==> config.mk <==
export PLATFORM = sky130hd
export DESIGN_NAME = lut_interp_pipe
export DESIGN_NICKNAME = d
export VERILOG_FILES = /design/src/rtl/lut_interp_pipe.sv
export SDC_FILE = /design/constraint.sdc
export NUM_CORES = 1
export LEC_CHECK = 0
export BUFFER_PORTS_ARGS = -buffer_cell sky130_fd_sc_hd__buf_2
export CAP_MARGIN = 0
export CELL_PAD_IN_SITES_DETAIL_PLACEMENT = 1
export CELL_PAD_IN_SITES_GLOBAL_PLACEMENT = 1
export CORE_MARGIN = 4
export CORE_UTILIZATION = 49
export DETAILED_ROUTE_END_ITERATION = 16
export GPL_ROUTABILITY_DRIVEN = 0
export HOLD_SLACK_MARGIN = 0.1
export PLACE_DENSITY_LB_ADDON = 0.1
export SYNTH_ARGS = -nofsm -noshare
export SYNTH_HDL_FRONTEND = slang
export SYNTH_SLANG_ARGS = --single-unit
==> constraint.sdc <==
create_clock -name clk -period 3.2 [get_ports clk]
set_clock_uncertainty 0.05 [all_clocks]
set_input_delay 0.16 -clock clk [delete_from_list [all_inputs] [get_ports clk]]
set_output_delay 0.16 -clock clk [all_outputs]
set_load 0.01 [all_outputs]
==> src/rtl/lut_interp_pipe.sv <==
// lut_interp_pipe
//
// Pipelined piecewise-linear function evaluator. The input sample is split
// into a segment index (upper SEG_BITS bits) and a fraction (remaining
// FRAC_W bits). The two breakpoints bounding that segment are read from a
// runtime-writable LUT, and the output is linearly interpolated between them.
//
// Ports:
//   clk        rising-edge clock
//   rst_n      asynchronous active-low reset (clears pipeline and LUT)
//   in_valid   input sample valid
//   in_ready   block accepts a sample this cycle (pure function of output side)
//   in_data    input sample, IN_W bits
//   out_valid  result valid
//   out_ready  downstream accepts the result
//   out_data   interpolated result, OUT_W bits
//   cfg_we     LUT write strobe
//   cfg_addr   breakpoint index 0..N (writes above N are dropped)
//   cfg_data   breakpoint value
//
// Build option:
//   LUT_INTERP_ROUND_EN  when defined, the final shift rounds half toward
//                        +inf instead of truncating toward -inf.

module lut_interp_pipe #(
    parameter int IN_W     = 8,
    parameter int OUT_W    = 8,
    parameter int SEG_BITS = 6
) (
    input  logic                clk,
    input  logic                rst_n,
    input  logic                in_valid,
    output logic                in_ready,
    input  logic [IN_W-1:0]     in_data,
    output logic                out_valid,
    input  logic                out_ready,
    output logic [OUT_W-1:0]    out_data,
    input  logic                cfg_we,
    input  logic [SEG_BITS:0]   cfg_addr,
    input  logic [OUT_W-1:0]    cfg_data
);

    localparam int N      = 1 << SEG_BITS;
    localparam int FRAC_W = IN_W - SEG_BITS;
    localparam int P_W    = OUT_W + FRAC_W + 2;
    localparam logic [SEG_BITS:0] MAX_ADDR = (SEG_BITS+1)'(N);

    // N segments need N+1 breakpoints; entry N closes the top segment.
    logic [OUT_W-1:0] lut [0:N];

    logic                    en;
    logic [SEG_BITS-1:0]     seg;
    logic [FRAC_W-1:0]       frac;
    logic [SEG_BITS:0]       seg_lo;
    logic [SEG_BITS:0]       seg_hi;

    logic                    v1;
    logic [OUT_W-1:0]        f1_s1;
    logic [OUT_W-1:0]        f2_s1;
    logic [FRAC_W-1:0]       frac_s1;

    logic                    v2;
    logic [OUT_W-1:0]        f1_s2;
    logic signed [P_W-1:0]   prod_s2;

    logic signed [P_W-1:0]   diff_ext;
    logic signed [P_W-1:0]   frac_ext;
    logic signed [P_W-1:0]   p_adj;
    logic [OUT_W-1:0]        out_next;

    // The whole pipeline moves as one: it advances whenever the output
    // register is empty or being drained this cycle.
    assign en       = !out_valid || out_ready;
    assign in_ready = en;

    // Segment index is widened by one bit before the +1 so the top segment
    // addresses the endpoint entry rather than wrapping to entry 0.
    assign seg    = in_data[IN_W-1:FRAC_W];
    assign frac   = in_data[FRAC_W-1:0];
    assign seg_lo = {1'b0, seg};
    assign seg_hi = seg_lo + (SEG_BITS+1)'(1);

    // Breakpoint storage. A write lands on the clock edge, so a sample read
    // in the same cycle still sees the previous contents.
    always_ff @(posedge clk or negedge rst_n) begin
        if (!rst_n) begin
            for (int i = 0; i <= N; i++) begin
                lut[i] <= '0;
            end
        end else if (cfg_we && (cfg_addr <= MAX_ADDR)) begin
            lut[cfg_addr] <= cfg_data;
        end
    end

    // Stage 1: capture both breakpoints and the fraction.
    always_ff @(posedge clk or negedge rst_n) begin
        if (!rst_n) begin
            v1      <= 1'b0;
            f1_s1   <= '0;
            f2_s1   <= '0;
            frac_s1 <= '0;
        end else if (en) begin
            v1      <= in_valid;
            f1_s1   <= lut[seg_lo];
            f2_s1   <= lut[seg_hi];
            frac_s1 <= frac;
        end
    end

    // Slope and fraction are zero-extended into a signed product-wide
    // container; the difference can be negative on a falling segment.
    assign diff_ext = $signed({{(FRAC_W+2){1'b0}}, f2_s1})
                    - $signed({{(FRAC_W+2){1'b0}}, f1_s1});
    assign frac_ext = $signed({{(OUT_W+2){1'b0}}, frac_s1});

    // Stage 2: multiply slope by fraction.
    always_ff @(posedge clk or negedge rst_n) begin
        if (!rst_n) begin
            v2      <= 1'b0;
            f1_s2   <= '0;
            prod_s2 <= '0;
        end else if (en) begin
            v2      <= v1;
            f1_s2   <= f1_s1;
            prod_s2 <= diff_ext * frac_ext;
        end
    end

`ifdef LUT_INTERP_ROUND_EN
    // Adding half an LSB before the floor shift gives round-half-up.
    assign p_adj = prod_s2 + $signed(P_W'(1) << (FRAC_W-1));
`else
    assign p_adj = prod_s2;
`endif

    // The interpolated value lies between the two breakpoints, so only the
    // low OUT_W bits of the sum can be non-zero.
    assign out_next = f1_s2 + OUT_W'(p_adj >>> FRAC_W);

    // Stage 3: register the result.
    always_ff @(posedge clk or negedge rst_n) begin
        if (!rst_n) begin
            out_valid <= 1'b0;
            out_data  <= '0;
        end else if (en) begin
            out_valid <= v2;
            out_data  <= out_next;
        end
    end

endmodule

# Word-level counts from Yosys, hierarchy flattened
# Cells that the tools add are included.
[totals]
register_bits = 567
output_inout_bits = 10
inputBits = 28
word_cells = 99
[classes]
mul = 1
muxes = 9
n_addsub = 3
n_reduce_logical = 4
magnitude_cmp = 5
bitwise = 3
[op_table]
columns = ["op", "n"]
rows = [
  ["$bwmux W520", 1],
  ["$bmux W8 S7", 2],
  ["$demux W8 S7", 1],
  ["$mux W8", 5],
  ["$ge A8 B8 Y1 const B", 3],
  ["$not A7 Y8", 2],
  ["$mul A9 B3 Y10", 1],
  ["$sub A8 B8 Y9", 1],
  ["$add A8 B8 Y8", 1],
  ["$lt A8 B1 Y1 const B", 1],
  ["$not A6 Y8", 1],
  ["$add A6 B1 Y7 const B", 1],
  ["$le A7 B7 Y1 const B", 1],
  ["$logic_and A1 B1 Y1", 2],
  ["$logic_not A1 Y1", 1],
  ["$logic_or A1 B1 Y1", 1],
]

# Depth between registers and ports, before layout
# Gate-level depths: netlist (run 1).
[logic_depth]
word_depth = 6
mapped_depth = 17
mapped_depth_nobuf = 17

# Least setup slack after synthesis (run 1)
# OpenSTA, ideal clock, no wires.
[synth_timing]
path_kind = "flip-flop to flip-flop"
from = "register f1_s1[1]"
to = "register prod_s2[9], in the netlist p_adj[9]"
t_arrival_ns = 3.048
period_less_slack_ns = 3.239
required_ns = 3.008
setup_ns = 0.142
path_stages_with_launch = 17
setup_slack_ns = -0.039
path_buffers = 0
path_cell_list = "dfrtp_1 > inv_1 > ha_1 > nor2b_1 > o21ai_0 > a21oi_1 > o21ai_0 > nor2b_1 > xnor2_1 > and2_1 > ha_1 > ha_1 > nor2b_1 > o21a_1 > o41ai_1 > xnor2_1 > a21oi_1"
[synth_via]
elab_chain_len = 2
[synth_rtl]
columns = ["element", "line", "text"]
rows = [
  ["start: declaration", "58", "logic [OUT_W-1:0] f1_s1;"],
  ["start signal: assignment", "104", "f1_s1 <= lut[seg_lo];"],
  ["$sub A8 B8 Y9", "113", "- $signed({{(FRAC_W+2){1'b0}}, f1_s1});"],
  ["$mul A9 B3 Y10", "125", "prod_s2 <= diff_ext * frac_ext;"],
  ["end signal: assignment", "125", ""],
  ["end: declaration", "64", "logic signed [P_W-1:0] prod_s2;"],
]
# No other way between the ends.
# A chain may end at the register's enable or synchronous reset.

# Worst setup path after layout (run 1)
[layout_timing]
from = "register f2_s1[0]"
to = "register prod_s2[9], in the netlist p_adj[9]"
[layout_via]
elab_chain_len = 2
[layout_rtl]
columns = ["element", "line", "text"]
rows = [
  ["start: declaration", "59", "logic [OUT_W-1:0] f2_s1;"],
  ["start signal: assignment", "105", "f2_s1 <= lut[seg_hi];"],
  ["$sub A8 B8 Y9", "113", ""],
  ["$mul A9 B3 Y10", "125", ""],
]
# No other way between the ends.

==> results of run 1 <==
==> what timing repair did <==
item,4_1_cts,5_1_grt
pin swaps,18,12
buffers inserted,6,1
endpoints found under the setup margin,3,4
resized for setup,33,5
hold buffers,9,0
endpoints found under the hold margin,94,0
==> flip-flops by register name (all words and copies together), names as in the netlist <==
register and count:
f1_s1 8, f1_s2 8, f2_s1 8, frac_s1 2
lut 520, out_data 8, out_valid 1, p_adj 8
v1 1, v2 1
==> placed cells by master (no fill, tap or decap), types with 16 or more instances in the layout <==
| master | n |
|---|---|
| mux2_2 | 520 |
| ha_1 | 17 |
| buf_2 | 34 |
| o22ai_1 | 47 |
| o21ai_0 | 29 |
| inv_1 | 16 |
| clkbuf_16 | 69 |
| mux4_2 | 247 |
| nor2_1 | 81 |
| nor2b_1 | 18 |
| clkbuf_1 | 16 |
| clkbuf_8 | 19 |
| a211oi_1 | 20 |
| a21oi_1 | 30 |
| mux2i_1 | 95 |
| nor3_1 | 26 |
| buf_4 | 154 |
| dfrtp_1 | 565 |
| buf_12 | 16 |
| nand2_1 | 117 |
==> synthesized netlist by cell type (7+ instances only) <==
| master | instances |
|---|---|
| a211oi_1 | 20 |
| a21oi_1 | 35 |
| a31oi_1 | 7 |
| and2_1 | 17 |
| buf_2 | 26 |
| buf_4 | 31 |
| buf_6 | 12 |
| clkbuf_1 | 94 |
| dfrtp_1 | 565 |
| ha_1 | 30 |
| inv_1 | 20 |
| mux2_2 | 520 |
| mux2i_1 | 95 |
| mux4_2 | 247 |
| nand2_1 | 117 |
| nand2b_1 | 10 |
| nand3_1 | 13 |
| nor2_1 | 82 |
| nor2b_1 | 20 |
| nor3_1 | 27 |
| o21ai_0 | 32 |
| o21ai_1 | 7 |
| o22ai_1 | 47 |
| o31ai_1 | 10 |
| xnor2_1 | 11 |
| xor2_1 | 13 |
==> cell families (layout without fill, tap and decap cells) <==
| logic type | Yosys count | in the layout |
|---|---|---|
| AO/OA/AOI/OAI | 185 | 185 |
| XOR/XNOR | 26 | 26 |
| adder cells (fa/ha/maj) | 33 | 33 |
| buffers and inverters | 190 | 354 |
| flip-flops | 565 | 565 |
| multiplexers | 866 | 866 |
| other | 0 | 3 |
| AND/OR/NAND/NOR | 311 | 311 |
==> stage by stage <==
step | power (uW) | cells
CTS | 20000 | 3176
global placement | 11900 | 3044
global route | 20800 | 3179
floorplan | 10500 | 2176
finish | 19900 | 3180
detailed placement | 12000 | 3044
==> layout make-up <==
class	instances	area [um^2]	area share
well taps	837	1050	0.0297
diodes	3	7.51	0.000213
repair buffers	217	1790	0.0508
inverters	20	75.1	0.00213
clock inverters	13	124	0.00351
clock buffers	104	2050	0.0581
multi-input cells	1421	16000	0.455
flip-flops and latches	565	14100	0.401
==> report_power, final <==
group	switching, uW	total, uW	internal (uW)
Sequential	398	8070	7680
Clock	3100	7580	4480
Combinational	2250	4260	2010
Total	5750	19900	14200
==> per-layer routing <==
layer,up-vias,GRT usage,share of wire
met3,180,0.0526,0.052
met1,11100,0.400,0.43
met5,-,0,0.00014
met4,2,0.100,0.038
li1,8546,-,-
met2,575,0.467,0.48
==> worst reg2reg max path: cells and delay by family, from the launching register on <==
kind,cells,cell delay (ps)
AO/OA/AOI/OAI,6,1140
adder cells (fa/ha/maj),4,980
AND/OR/NAND/NOR,3,410
flip-flops,1,370
XOR/XNOR,1,160
buffers and inverters,2,120
==> final timing paths <==
check                                      from              endpoint  slack [ps]  cells past startpoint
max in group asynchronous                 rst_n  lut[254]$_DFFE_PN0P_        1820                      4
setup / recovery           f2_s1[0]$_DFFE_PN0P_  p_adj[9]$_DFFE_PN0P_        -110                     16
min in group clk                    cfg_data[2]  lut[506]$_DFFE_PN0P_         200                      2
hold / removal                            rst_n  lut[430]$_DFFE_PN0P_         180                      2
setup reg to reg           f2_s1[0]$_DFFE_PN0P_  p_adj[9]$_DFFE_PN0P_        -110                     16
hold reg to reg                  v2$_DFFE_PN0P_        v2$_DFFE_PN0P_         420                      2
==> summary.md, run 1 <==
| Metric | Value |
|---|---|
| Clock buffer count from CTS | 67 |
| Die area | 67100 um^2 |
| Fin area | 35300 um^2 |
| Post-synthesis sequential area ratio | 0.458 |
| Clk slew on worst S/H paths | 60 ps |
| Maximum clock rate | 302 MHz |
| Failing checks | negative setup slack |
| Distinct cell type count after synthesis | 58 |
| Clock root buffer | clkbuf_16 |
| Clk buf depth | 3 |
| DR vias | 20400 |
| Layout cells sized above 1 | 0.479 |
| Total global routing overflow | 0 |
| Tmin final | 3310 ps |
| Post-synthesis adder-cell area fraction | 0.0141 |
| Max rail drop VDD | 0.411 mV |
| Clk_lat worst skew | 610 ps |
| Critical-path top delay cell | dfrtp_1 |
| Ranking of synthesized cells by area | dfrtp_1, mux2_2, mux4_2, mux2i_1, nand2_1 |
| Worst min path class | primary input to async pin |
| Async SR Flop Fraction | 1.00 |
| I/O pin count | 38 |
| Post-layout util | 0.568 |
| Most frequent CP cell | ha_4 |
| Core ar. | 62100 um^2 |
| Fraction of synthesized area in multiplexers | 0.404 |
| Primary FF master, synth | dfrtp_1 |
| Post-DR wirelength/cell | 30.0 um |
| Final setup vio count | 2 |
| Total number of yosys warnings | 0 |
| Yosys top cell by area | dfrtp_1 |
| Arrival time worst endpoint | 3740 ps |
| Simple-gate share of the synthesized area | 0.0464 |
| Hpwl dp | 65.3 mm |
| WP data required | 3630 ps |
| DRT Pass-1 Iters | 5 |
| Largest net degree at the start of global routing | 85 |
| Total Routing Usage GR | 0.290 |
| TritonCTS clock tree | built |
| Mapped Nets | 2237 |
| Die height | 259 um |
| Slew Viols, Final | 0 |
| Maxcap violations | 0 |
| Initial antenna violation count | 5 |
| Critical path class | flop to flop |
| Final ANT Viol Nets | 0 |
| Initial Util | 0.497 |
| Filler Cells Inserted | 5847 |
| Final worst slack | -113 ps |
| CP endpoint kind | flop |
| Status | finished, violations left |
| Post-synth EDFFs | 0 |
| Area post-placement | 32700 um^2 |
| Actual slew at the worst max-slew pin | 1300 ps |
| CP max FO | 3 |
| Pwr Density | 565 nW/um^2 |
| Clock sinks | 565 |
| Fin Hold WS | 183 ps |
| TNS Setup | -216 ps |
| RSZ-0062 raised after global routing | true |
| Via-to-Cell Ratio | 6.41 |
| Post-synth top area share | 0.458 |
| Layout area overhead | 14.2% |
| Die width | 259 um |
| Tcrit/Tclk final | 1.04 |
| Synthesized area | 30900 um^2 |
| Mean Syn Cell Area | 14.2 um^2 |
| Total wire length | 95.4 mm |
| Yosys reg bits | 565 |
| # rows | 91 |
| Place WS | -230 ps |
| Port bufs | 37 |
| First-pass GRT wire length | 147 mm |
| Initial drt markers | 1409 |
| Lkg Pwr | 0.0162 uW |
| CP delay by family, top | compound AO/OA/AOI/OAI gates |
| Fin nets | 2353 |
| CTS H-tree lvls | 3 |
| WP buf/inv | 2 |
| Relative slew margins | 0.133 |
| Number of global-route vias before repair | 22200 |
| CP peak stage delay | 370 ps |
| Post-Synth XOR/XNOR Area | 0.00786 |
| Post-synthesis compound-gate area fraction | 0.0381 |
| Final Hold Fails | 0 |
| Worst setup SP type | flop |
| DRC viols | 0 |
| Crit path cell chain | inv_2 > ha_4 > inv_2 > fa_2 > a21oi_2 > o21ai_2 > nor2b_1 > and2_1 > ha_4 > ha_4 > a21oi_2 > nor2b_1 > o21a_1 > o41ai_2 > xnor2_1 > a21oi_1 |
| Post-synthesis cell count | 2176 |
| Largest family of logic cells by synthesized area | multiplexers |
No activity file was read; power rests on OpenSTA's default activity.
==> inputs of run 2 (changes only) <==
--- a/config.mk
+++ b/config.mk
@@ -15,6 +15,7 @@
 export GPL_ROUTABILITY_DRIVEN = 0
 export HOLD_SLACK_MARGIN = 0.1
 export PLACE_DENSITY_LB_ADDON = 0.1
+export SKIP_CTS_REPAIR_TIMING = 1
 export SYNTH_ARGS = -nofsm -noshare
 export SYNTH_HDL_FRONTEND = slang
 export SYNTH_SLANG_ARGS = --single-unit
==> summary.md, run 2 (synthesis results as in run 1) <==
| Metric | Value |
|---|---|
| CP peak stage delay | 390 ps |
| Layout area overhead | 13.8% |
| DR vias | 20300 |
| Status | finished, violations left |
| DRC viols | 0 |
| CP max FO | 2 |
| Fin nets | 2343 |
| Overall Power | 19800 uW |
| Max FFs per register | 520 |
| Total Routing Usage GR | 0.287 |
| Maximum clock rate | 299 MHz |
| Total global routing overflow | 0 |
| Layout cells sized above 1 | 0.477 |
| Final worst slack | -139 ps |
| I/O pin count | 38 |
| Worst min path class | primary input to flop |
| RSZ-0062 raised after global routing | true |
| Most frequent cells in the layout | dfrtp_1, mux2_2, mux4_2 |
| Biggest register | lut |
| Number of global-route vias before repair | 22000 |
| Clk buf depth | 3 |
| Worst setup SP type | flop |
| # rows | 91 |
| Most frequent CP cell | inv_2 |
| Actual slew at the worst max-slew pin | 1270 ps |
| Maxcap violations | 0 |
| Clk_lat worst skew | 620 ps |
| Max rail drop VDD | 0.412 mV |
| Hpwl dp | 65.3 mm |
| WP data required | 3630 ps |
| Pwr Density | 563 nW/um^2 |
| Failing checks | negative setup slack |
| Most common cell after layout, fill and taps aside | dfrtp_1 |
| Largest net degree at the start of global routing | 85 |
| Relative slew margins | 0.135 |
| Core ar. | 62100 um^2 |
| Final ANT Viol Nets | 0 |
| Filler Cells Inserted | 5862 |
| Initial Util | 0.497 |
| CP endpoint kind | flop |
| Crit path cell chain | inv_2 > ha_4 > inv_2 > fa_2 > buf_6 > xor2_2 > and2_1 > ha_1 > ha_2 > a21o_1 > a21oi_2 > nor2b_1 > o21a_1 > o41ai_2 > xnor2_1 > a21oi_1 |
| Tcrit/Tclk final | 1.04 |
| Clock root buffer | clkbuf_16 |
| First-pass GRT wire length | 146 mm |
| Place WS | -230 ps |
| Die area | 67100 um^2 |
| Clk slew on worst S/H paths | 60 ps |
| Post-DR wirelength/cell | 30.0 um |
| TritonCTS clock tree | built |
| Total wire length | 95.1 mm |
| Clock buffer count from CTS | 67 |
| Arrival time worst endpoint | 3770 ps |
| CTS H-tree lvls | 3 |
| Lkg Pwr | 0.0161 uW |
| Critical path class | flop to flop |
| Clock sinks | 565 |
| Final setup vio count | 2 |
| Die height | 259 um |
| Initial drt markers | 1410 |
| Slew Viols, Final | 0 |
| Initial antenna violation count | 5 |
| Port bufs | 37 |
| Multi-input gate area | 16000 um^2 |
| Via-to-Cell Ratio | 6.42 |
| Die width | 259 um |
| DRT Pass-1 Iters | 4 |
| Tmin final | 3340 ps |
| Final Hold Fails | 0 |
| Critical-path top delay cell | fa_2 |
| Register area | 14100 um^2 |
-- run 2: cell count changes in the layout (fill, tap and decap cells not counted), sizes merged --
cell         before  now
buf             208  203
dlygate4sd3       9    4
-- run 2: final cells by class --
type | instances | area share
Multi-Input combinational cell | 1421 | 0.455
Sequential cell | 565 | 0.402
Clock buffer | 104 | 0.0583
Timing Repair Buffer | 207 | 0.0484
Tap cell | 837 | 0.0298
Clock inverter | 13 | 0.00353
Inverter | 20 | 0.00214
Antenna cell | 3 | 0.000214
-- run 2: critical path: cells and delay by family (launching register included) --
kind | cells | cell delay (ps)
buf+inv | 3 | 260
simple gates | 2 | 240
fa+ha+maj | 4 | 990
flops | 1 | 370
xor+xnor | 2 | 330
compound gates | 5 | 980
-- run 2: final timing paths --
path | from | to | slack, ps | depth (start not counted)
max in group asynchronous | rst_n | lut[254]$_DFFE_PN0P_ | 1840 | 4
min | out_ready | v1$_DFFE_PN0P_ | 100 | 5
min reg2reg | v2$_DFFE_PN0P_ | v2$_DFFE_PN0P_ | 420 | 2
max reg2reg | f2_s1[0]$_DFFE_PN0P_ | p_adj[9]$_DFFE_PN0P_ | -140 | 16
min in group asynchronous | rst_n | lut[430]$_DFFE_PN0P_ | 190 | 2
max | f2_s1[0]$_DFFE_PN0P_ | p_adj[9]$_DFFE_PN0P_ | -140 | 16
-- run 2: stage by stage --
step	instances	util	hold slack, ps	TNS [ps]	cell area (um^2)
after floorplan	2176	-	-186	0	30900
after global placement	3044	0.527	222	-502	32700
after detailed placement	3044	0.527	235	-647	32700
after CTS	3161	0.562	-401	-653	34900
after global routing	3169	0.566	132	-569	35100
final	3170	0.566	97.1	-175	35100
-- run 2: power breakdown --
group	internal (uW)	switching (uW)	total [uW]
clock network	4480	3100	7580
registers	7680	398	8070
logic	1930	2210	4130
total	14100	5710	19800
-- run 2: metal layers --
layer / track usage / routed length [um] / vias to the layer above
met4: 0.0987 / 3740 / 2
met2: 0.462 / 45200 / 592
met1: 0.399 / 40900 / 11000
met3: 0.0525 / 5130 / 200
li1: - / - / 8529
met5: 0 / 13 / -
